[src/rtl/cpu_mem_pkg.sv]
// Shared definitions for the load/store unit: address limit, FSM state type
// and the byte-swap / extend helpers used between the big-endian view and the memory port.
package cpu_mem_pkg;

   localparam int unsigned MEM_TOP = 10000;

   typedef enum logic [1:0] {
      IDLE = 2'd0,
      RD   = 2'd1,
      WR   = 2'd2,
      RESP = 2'd3
   } lsu_state_t;

   // Exchange the two bytes of a 16-bit word.
   function automatic logic [15:0] swap_bytes(input logic [15:0] w);
      return {w[7:0], w[15:8]};
   endfunction

   // Widen a byte to 16 bits, sign- or zero-extending.
   function automatic logic [15:0] extend_byte(input logic [7:0] b, input logic sgn);
      return sgn ? {{8{b[7]}}, b} : {8'h00, b};
   endfunction

endpackage

[src/rtl/lsu_byte_merge.sv]
// Combinational data path of the load/store unit: load result selection and
// extension, and the read-modify-write merge for byte stores.
module lsu_byte_merge
   import cpu_mem_pkg::*;
(
   input  logic [15:0] rdata,
   input  logic [15:0] wdata,
   input  logic        is_byte,
   input  logic        is_signed,
   output logic [15:0] load_data,
   output logic [15:0] store_data
);

   logic [15:0] merged_s;

   // Byte loads take byte[a] (upper half of the read word); byte stores replace
   // byte[a] and keep byte[a+1], then swap into memory-port order.
   always_comb begin
      merged_s   = {wdata[7:0], rdata[7:0]};
      load_data  = 16'h0000;
      store_data = 16'h0000;
      if (is_byte) begin
         load_data  = extend_byte(rdata[15:8], is_signed);
         store_data = swap_bytes(merged_s);
      end else begin
         load_data  = rdata;
         store_data = swap_bytes(wdata);
      end
   end

endmodule

[src/rtl/load_store_unit.sv]
// Load/store unit: accepts one request at a time, performs word or byte
// accesses on a combinational-read memory port (byte stores as read-modify-write),
// and returns a held response with a fault flag for out-of-range addresses.
module load_store_unit #(
   parameter int unsigned MEM_TOP = cpu_mem_pkg::MEM_TOP
) (
   input  logic        clk,
   input  logic        rst,
   input  logic        req_valid,
   output logic        req_ready,
   input  logic        req_write,
   input  logic        req_byte,
   input  logic        req_signed,
   input  logic [15:0] req_addr,
   input  logic [15:0] req_wdata,
   output logic        resp_valid,
   input  logic        resp_ready,
   output logic [15:0] resp_rdata,
   output logic        resp_fault,
   output logic [15:0] mem_addr,
   output logic        mem_ren,
   output logic        mem_wen,
   output logic [15:0] mem_wdata,
   input  logic [15:0] mem_rdata
);
   import cpu_mem_pkg::*;

   localparam logic [15:0] ADDR_LIMIT = MEM_TOP[15:0];

   lsu_state_t  state_r;
   logic [15:0] addr_r;
   logic [15:0] wdata_r;
   logic        write_r;
   logic        byte_r;
   logic        signed_r;
   logic [15:0] load_data_s;
   logic [15:0] store_data_s;

   lsu_byte_merge u_merge (
      .rdata      (mem_rdata),
      .wdata      (wdata_r),
      .is_byte    (byte_r),
      .is_signed  (signed_r),
      .load_data  (load_data_s),
      .store_data (store_data_s)
   );

   // Request FSM with all outputs registered; reset clears everything at once,
   // so an in-flight request is abandoned and mem_wen falls immediately.
   always_ff @(posedge clk or posedge rst) begin
      if (rst) begin
         state_r    <= IDLE;
         addr_r     <= 16'h0000;
         wdata_r    <= 16'h0000;
         write_r    <= 1'b0;
         byte_r     <= 1'b0;
         signed_r   <= 1'b0;
         req_ready  <= 1'b1;
         resp_valid <= 1'b0;
         resp_rdata <= 16'h0000;
         resp_fault <= 1'b0;
         mem_addr   <= 16'h0000;
         mem_ren    <= 1'b0;
         mem_wen    <= 1'b0;
         mem_wdata  <= 16'h0000;
      end else begin
         case (state_r)
            IDLE: begin
               mem_ren <= 1'b0;
               mem_wen <= 1'b0;
               if (req_valid) begin
                  addr_r    <= req_addr;
                  wdata_r   <= req_wdata;
                  write_r   <= req_write;
                  byte_r    <= req_byte;
                  signed_r  <= req_signed;
                  req_ready <= 1'b0;
                  if (req_addr >= ADDR_LIMIT) begin
                     state_r    <= RESP;
                     resp_valid <= 1'b1;
                     resp_fault <= 1'b1;
                     resp_rdata <= 16'h0000;
                  end else begin
                     mem_addr <= req_addr;
                     if (req_write && !req_byte) begin
                        state_r   <= WR;
                        mem_wen   <= 1'b1;
                        mem_wdata <= swap_bytes(req_wdata);
                     end else begin
                        // loads and byte stores both read first
                        state_r <= RD;
                        mem_ren <= 1'b1;
                     end
                  end
               end else begin
                  req_ready <= 1'b1;
               end
            end
            RD: begin
               mem_ren <= 1'b0;
               if (write_r) begin
                  state_r   <= WR;
                  mem_wen   <= 1'b1;
                  mem_wdata <= store_data_s;
               end else begin
                  state_r    <= RESP;
                  resp_valid <= 1'b1;
                  resp_fault <= 1'b0;
                  resp_rdata <= load_data_s;
               end
            end
            WR: begin
               mem_wen    <= 1'b0;
               state_r    <= RESP;
               resp_valid <= 1'b1;
               resp_fault <= 1'b0;
               resp_rdata <= 16'h0000;
            end
            RESP: begin
               if (resp_ready) begin
                  state_r    <= IDLE;
                  resp_valid <= 1'b0;
                  resp_fault <= 1'b0;
                  resp_rdata <= 16'h0000;
                  req_ready  <= 1'b1;
               end else begin
                  state_r <= RESP;
               end
            end
            default: begin
               state_r    <= IDLE;
               req_ready  <= 1'b1;
               resp_valid <= 1'b0;
               mem_ren    <= 1'b0;
               mem_wen    <= 1'b0;
            end
         endcase
      end
   end

endmodule

[config.mk]
export PLATFORM = sky130hd
export DESIGN_NAME = load_store_unit
export DESIGN_NICKNAME = d
export VERILOG_FILES = /design/src/rtl/cpu_mem_pkg.sv /design/src/rtl/lsu_byte_merge.sv /design/src/rtl/load_store_unit.sv
export SDC_FILE = /design/constraint.sdc
export NUM_CORES = 1
export LEC_CHECK = 0
export CORE_UTILIZATION = 40
export DETAILED_ROUTE_END_ITERATION = 12
export GPL_TIMING_DRIVEN = 0
export PLACE_DENSITY = 0.7
export SLEW_MARGIN = 5
export SYNTH_ARGS = -nofsm -noshare
export SYNTH_HDL_FRONTEND = slang
export SYNTH_SLANG_ARGS = --single-unit
[constraint.sdc]
create_clock -name clk -period 5.86 [get_ports clk]
set_input_delay 0.586 -clock clk [delete_from_list [all_inputs] [get_ports clk]]
set_output_delay 0.586 -clock clk [all_outputs]
set_load 0.02 [all_outputs]
==> results of run 1 <==
stage by stage:
step                      total power (W)  hold WS [ns]
after floorplan                   0.00178         0.479
after global placement            0.00231         0.469
after detailed placement          0.00234         0.475
after CTS                         0.00283         0.494
after global routing              0.00298         0.507
final                             0.00280         0.489
placed cells by master, fill, tap and decap left out, types with 2 or more instances in the layout:
master	instances
a21oi_1	17
clkdlybuf4s50_1	107
buf_6	4
mux2_2	49
bufinv_16	3
ha_1	5
clkinv_4	2
o21ai_0	5
mux2i_1	25
dfrtp_1	73
mux2_1	6
inv_1	6
mux2_4	10
nor4_1	2
nor2b_1	14
nor2_1	35
clkbuf_8	9
clkbuf_1	10
buf_2	2
nand2_1	4
layer usage:
metal / part of all wire (%) / track usage [%]
met5: 0 / 0
met4: 1.7 / 7.35
met3: 4.8 / 3.99
met2: 47 / 30.6
met1: 46 / 26.0
sequential cells by signal, summed over array words and instances (netlist names):
name        flops
mem_addr       16
mem_wdata      16
resp_rdata     16
wdata_r        16
state_r         2
byte_r          1
mem_ren         1
mem_wen         1
req_ready       1
resp_fault      1
resp_valid      1
signed_r        1
write_r         1
final cells by class:
| cell class | instances | area (um^2) | share of cell area [%] |
|---|---|---|---|
| clock inverters | 6 | 115 | 2.28 |
| inverters | 7 | 28.8 | 0.569 |
| multi-input cells | 192 | 1600 | 31.6 |
| flip-flops and latches | 74 | 1850 | 36.6 |
| well taps | 108 | 135 | 2.67 |
| repair buffers | 108 | 1100 | 21.7 |
| clock buffers | 10 | 128 | 2.52 |
| plain buffers | 17 | 100 | 1.98 |
power groups by stage:
stage	Combinational, W	Clock [W]	Sequential (W)
2_1_floorplan	0.000685	0	0.00110
3_3_place_gp	0.00141	0	0.000903
3_5_place_dp	0.00142	0	0.000912
4_1_cts	0.00143	0.000496	0.000904
5_1_grt	0.00153	0.000518	0.000933
6_report	0.00142	0.000484	0.000901
cell families after synthesis:
| family | synth area share [%] |
|---|---|
| compound gates | 6.19 |
| fa+ha+maj | 1.75 |
| buf+inv | 3.53 |
| flops | 51.8 |
| mux | 28.5 |
| simple gates | 8.25 |
worst paths after layout:
check,depth (start not counted),end,slack [ns]
max reg2reg,6,resp_rdata[12]$_DFFE_PP0P_,3.60
min reg2reg,1,mem_addr[1]$_DFFE_PP0P_,0.49
max in group asynchronous,3,wdata_r[0]$_DFFE_PP0P_,4.76
min in group asynchronous,2,mem_addr[2]$_DFFE_PP0P_,0.55
min,1,mem_addr[1]$_DFFE_PP0P_,0.49
max,6,resp_rdata[12]$_DFFE_PP0P_,3.42
worst reg2reg max path, cell delays in order (launching register included):
cell and delay (ns):
dfrtp_1 0.44, ha_1 0.26, nor2b_1 0.17, a221o_1 0.32
a21oi_2 0.38, buf_6 0.23, mux2_2 0.35
==> impl_metrics.ini, run 1 <==
[timing]
slew_headroom_pct = 57.0
finalSetupTns_ns = 0
hold_violations = 0
worst_pin_slew_ns = 0.645
rsz0062_at_grt = false
setup_ws_ns = 3.42
finClkSkew_ns = 0.00977
fin_crit_ns = 2.44
fin_crit_sh_pct = 41.7
finalSetupViolations = 0
max_freq_ghz = 0.409
maxSlewViolCount = 0

[logic_synthesis]
synth-async-reset-ratio_pct = 100
synthFlopType = dfrtp_1
synth.area.top_cells = dfrtp_1, mux2_2, mux2i_1
synth_edf_count = 0
avgSynthCellArea_um2 = 12.3
yosysWarnings = 0
synth.cells.most_frequent = dfrtp_1, mux2_2, nor2_1
ys_ff_latch = 74
yosysSeqAreaShare_pct = 51.8
synth_area_um2 = 3580
synth_cell_types = 39
synth_top_area_share_pct = 51.0
synth_fp_nets = 350
syn_inst = 290
synth.largest_area_cell = dfrtp_1
yosysMostFrequentCell = dfrtp_1

[critical_path]
path_buf_inv = 2
cp.arrival_ns = 2.68
max_stage_delay_ns = 0.44
critical_path.reg2reg.startpoint = state_r[0]$_DFFE_PP0N_
path_cells = clkdlybuf4s50_1 -> or2_0 -> o311a_1 -> a21oi_2 -> buf_6 -> mux2_2
crit_path_start = req_addr[12]
start_kind = input pin
cp-end-kind = flip-flop
required_ns = 6.10
crit_type = in -> reg
slowest_stage = o311a_1
cp_max_fo = 10
crit_family = compound AO/OA/AOI/OAI gates

[cts]
clock-root-buffer = clkbuf_8
worstSkewPairLatency_ns = 0.36
cts_buffers = 9
cts_resized = 0
cts_setup_buffers = 0
clk_path_buf_depth = 2
clk_pin_slew_ns = 0.07
cts_hold_buf = 0
cts_tree = built
cts.sinks = 74
htreeDepth = 3

[placement]
port_buffers = 107
dpl_cell_area_um2 = 4810
pre_cts_ws_ns = 3.06
globalplace.congestion = 0.781
dp.cells = 506
dpl.hpwl_mm = 6.21

[power]
switching_share_pct = 35.9
pwr-share-seq_pct = 32.2
switching_power_w = 0.00101
pwr-share-clk_pct = 17.3
ir_worst_vdd_v = 0.000261
power_frac_comb_pct = 50.5
p_int_w = 0.00179
power.leakage_nw = 2.26
power_density_nw_per_um2 = 554

[route]
ant_nets = 0
dr.pass1.iters = 4
drc = 0
via_count = 2590
wl_mm = 8.34
routedWlPerCell_um = 16.0
drt_iter0_markers = 66
via_per_inst = 4.96

[grt]
grt_util_all_layers_pct = 19.3
grt_overflow = 0
antenna_found_initial = 0
grt_start_max_net_pins = 52
grt_pass1_wl_mm = 13.3
grt_pass1_vias = 2604

[hold_path]
hp-class = reg -> reg
hold_path_startpoint = mem_addr[1]$_DFFE_PP0P_

[cells_and_area]
nFillCells = 768
design_area_um2 = 5060
fin_nets = 469
final_cells = 522
final_layout_size_suffix_gt1_share_pct = 21.0
utilization_pct = 58.3
diodes = 0
syn2layout_area_growth_pct = 41.3

[die]
io_pins = 108
die-area_um2 = 9330
die_h_um = 96.6
rows = 34
core_um2 = 8680
start_util_pct = 41.2
die_w_um = 96.6

[run_status]
status = finished clean

[flow_run]
maxCapViolCount = 0
(Power assumes the default switching activity.)
==> run 2: changes to the inputs <==
==> constraint.sdc (replaced) <==
create_clock -name clk -period 2.4 [get_ports clk]
set_input_delay 0.24 -clock clk [delete_from_list [all_inputs] [get_ports clk]]
set_output_delay 0.24 -clock clk [all_outputs]
set_load 0.02 [all_outputs]
==> results of run 2 <==
Same layout as run 1 (identical final DEF). Status: finished clean.
Among the figures that moved: setup slack after placement 3.06 ns -> -0.0523 ns; clock-pin slew on the worst setup and hold paths 0.07 ns -> 0.08 ns; setup slack after layout 3.42 ns -> 0.143 ns; hold slack 0.489 ns -> 0.202 ns; start point of the critical path req_addr[12] -> state_r[0]$_DFFE_PP0N_; register-to-register setup slack 3.60 ns -> 0.14 ns; total power 0.00280 W -> 0.00684 W; worst IR drop on VDD 0.000261 V -> 0.000638 V
==> run 3: changes to the inputs <==
--- a/config.mk
+++ b/config.mk
@@ -6,6 +6,7 @@
 export NUM_CORES = 1
 export LEC_CHECK = 0
 export CORE_UTILIZATION = 40
+export CTS_CLUSTER_DIAMETER = 30
 export DETAILED_ROUTE_END_ITERATION = 12
 export GPL_TIMING_DRIVEN = 0
 export PLACE_DENSITY = 0.7
==> results of run 3 <==
Same layout as run 1 (identical final DEF). Status: finished clean.
Among the figures that moved: setup slack after placement 3.06 ns -> -0.0523 ns; clock-pin slew on the worst setup and hold paths 0.07 ns -> 0.08 ns; setup slack after layout 3.42 ns -> 0.143 ns; hold slack 0.489 ns -> 0.202 ns; start point of the critical path req_addr[12] -> state_r[0]$_DFFE_PP0N_; register-to-register setup slack 3.60 ns -> 0.14 ns; total power 0.00280 W -> 0.00684 W; worst IR drop on VDD 0.000261 V -> 0.000638 V
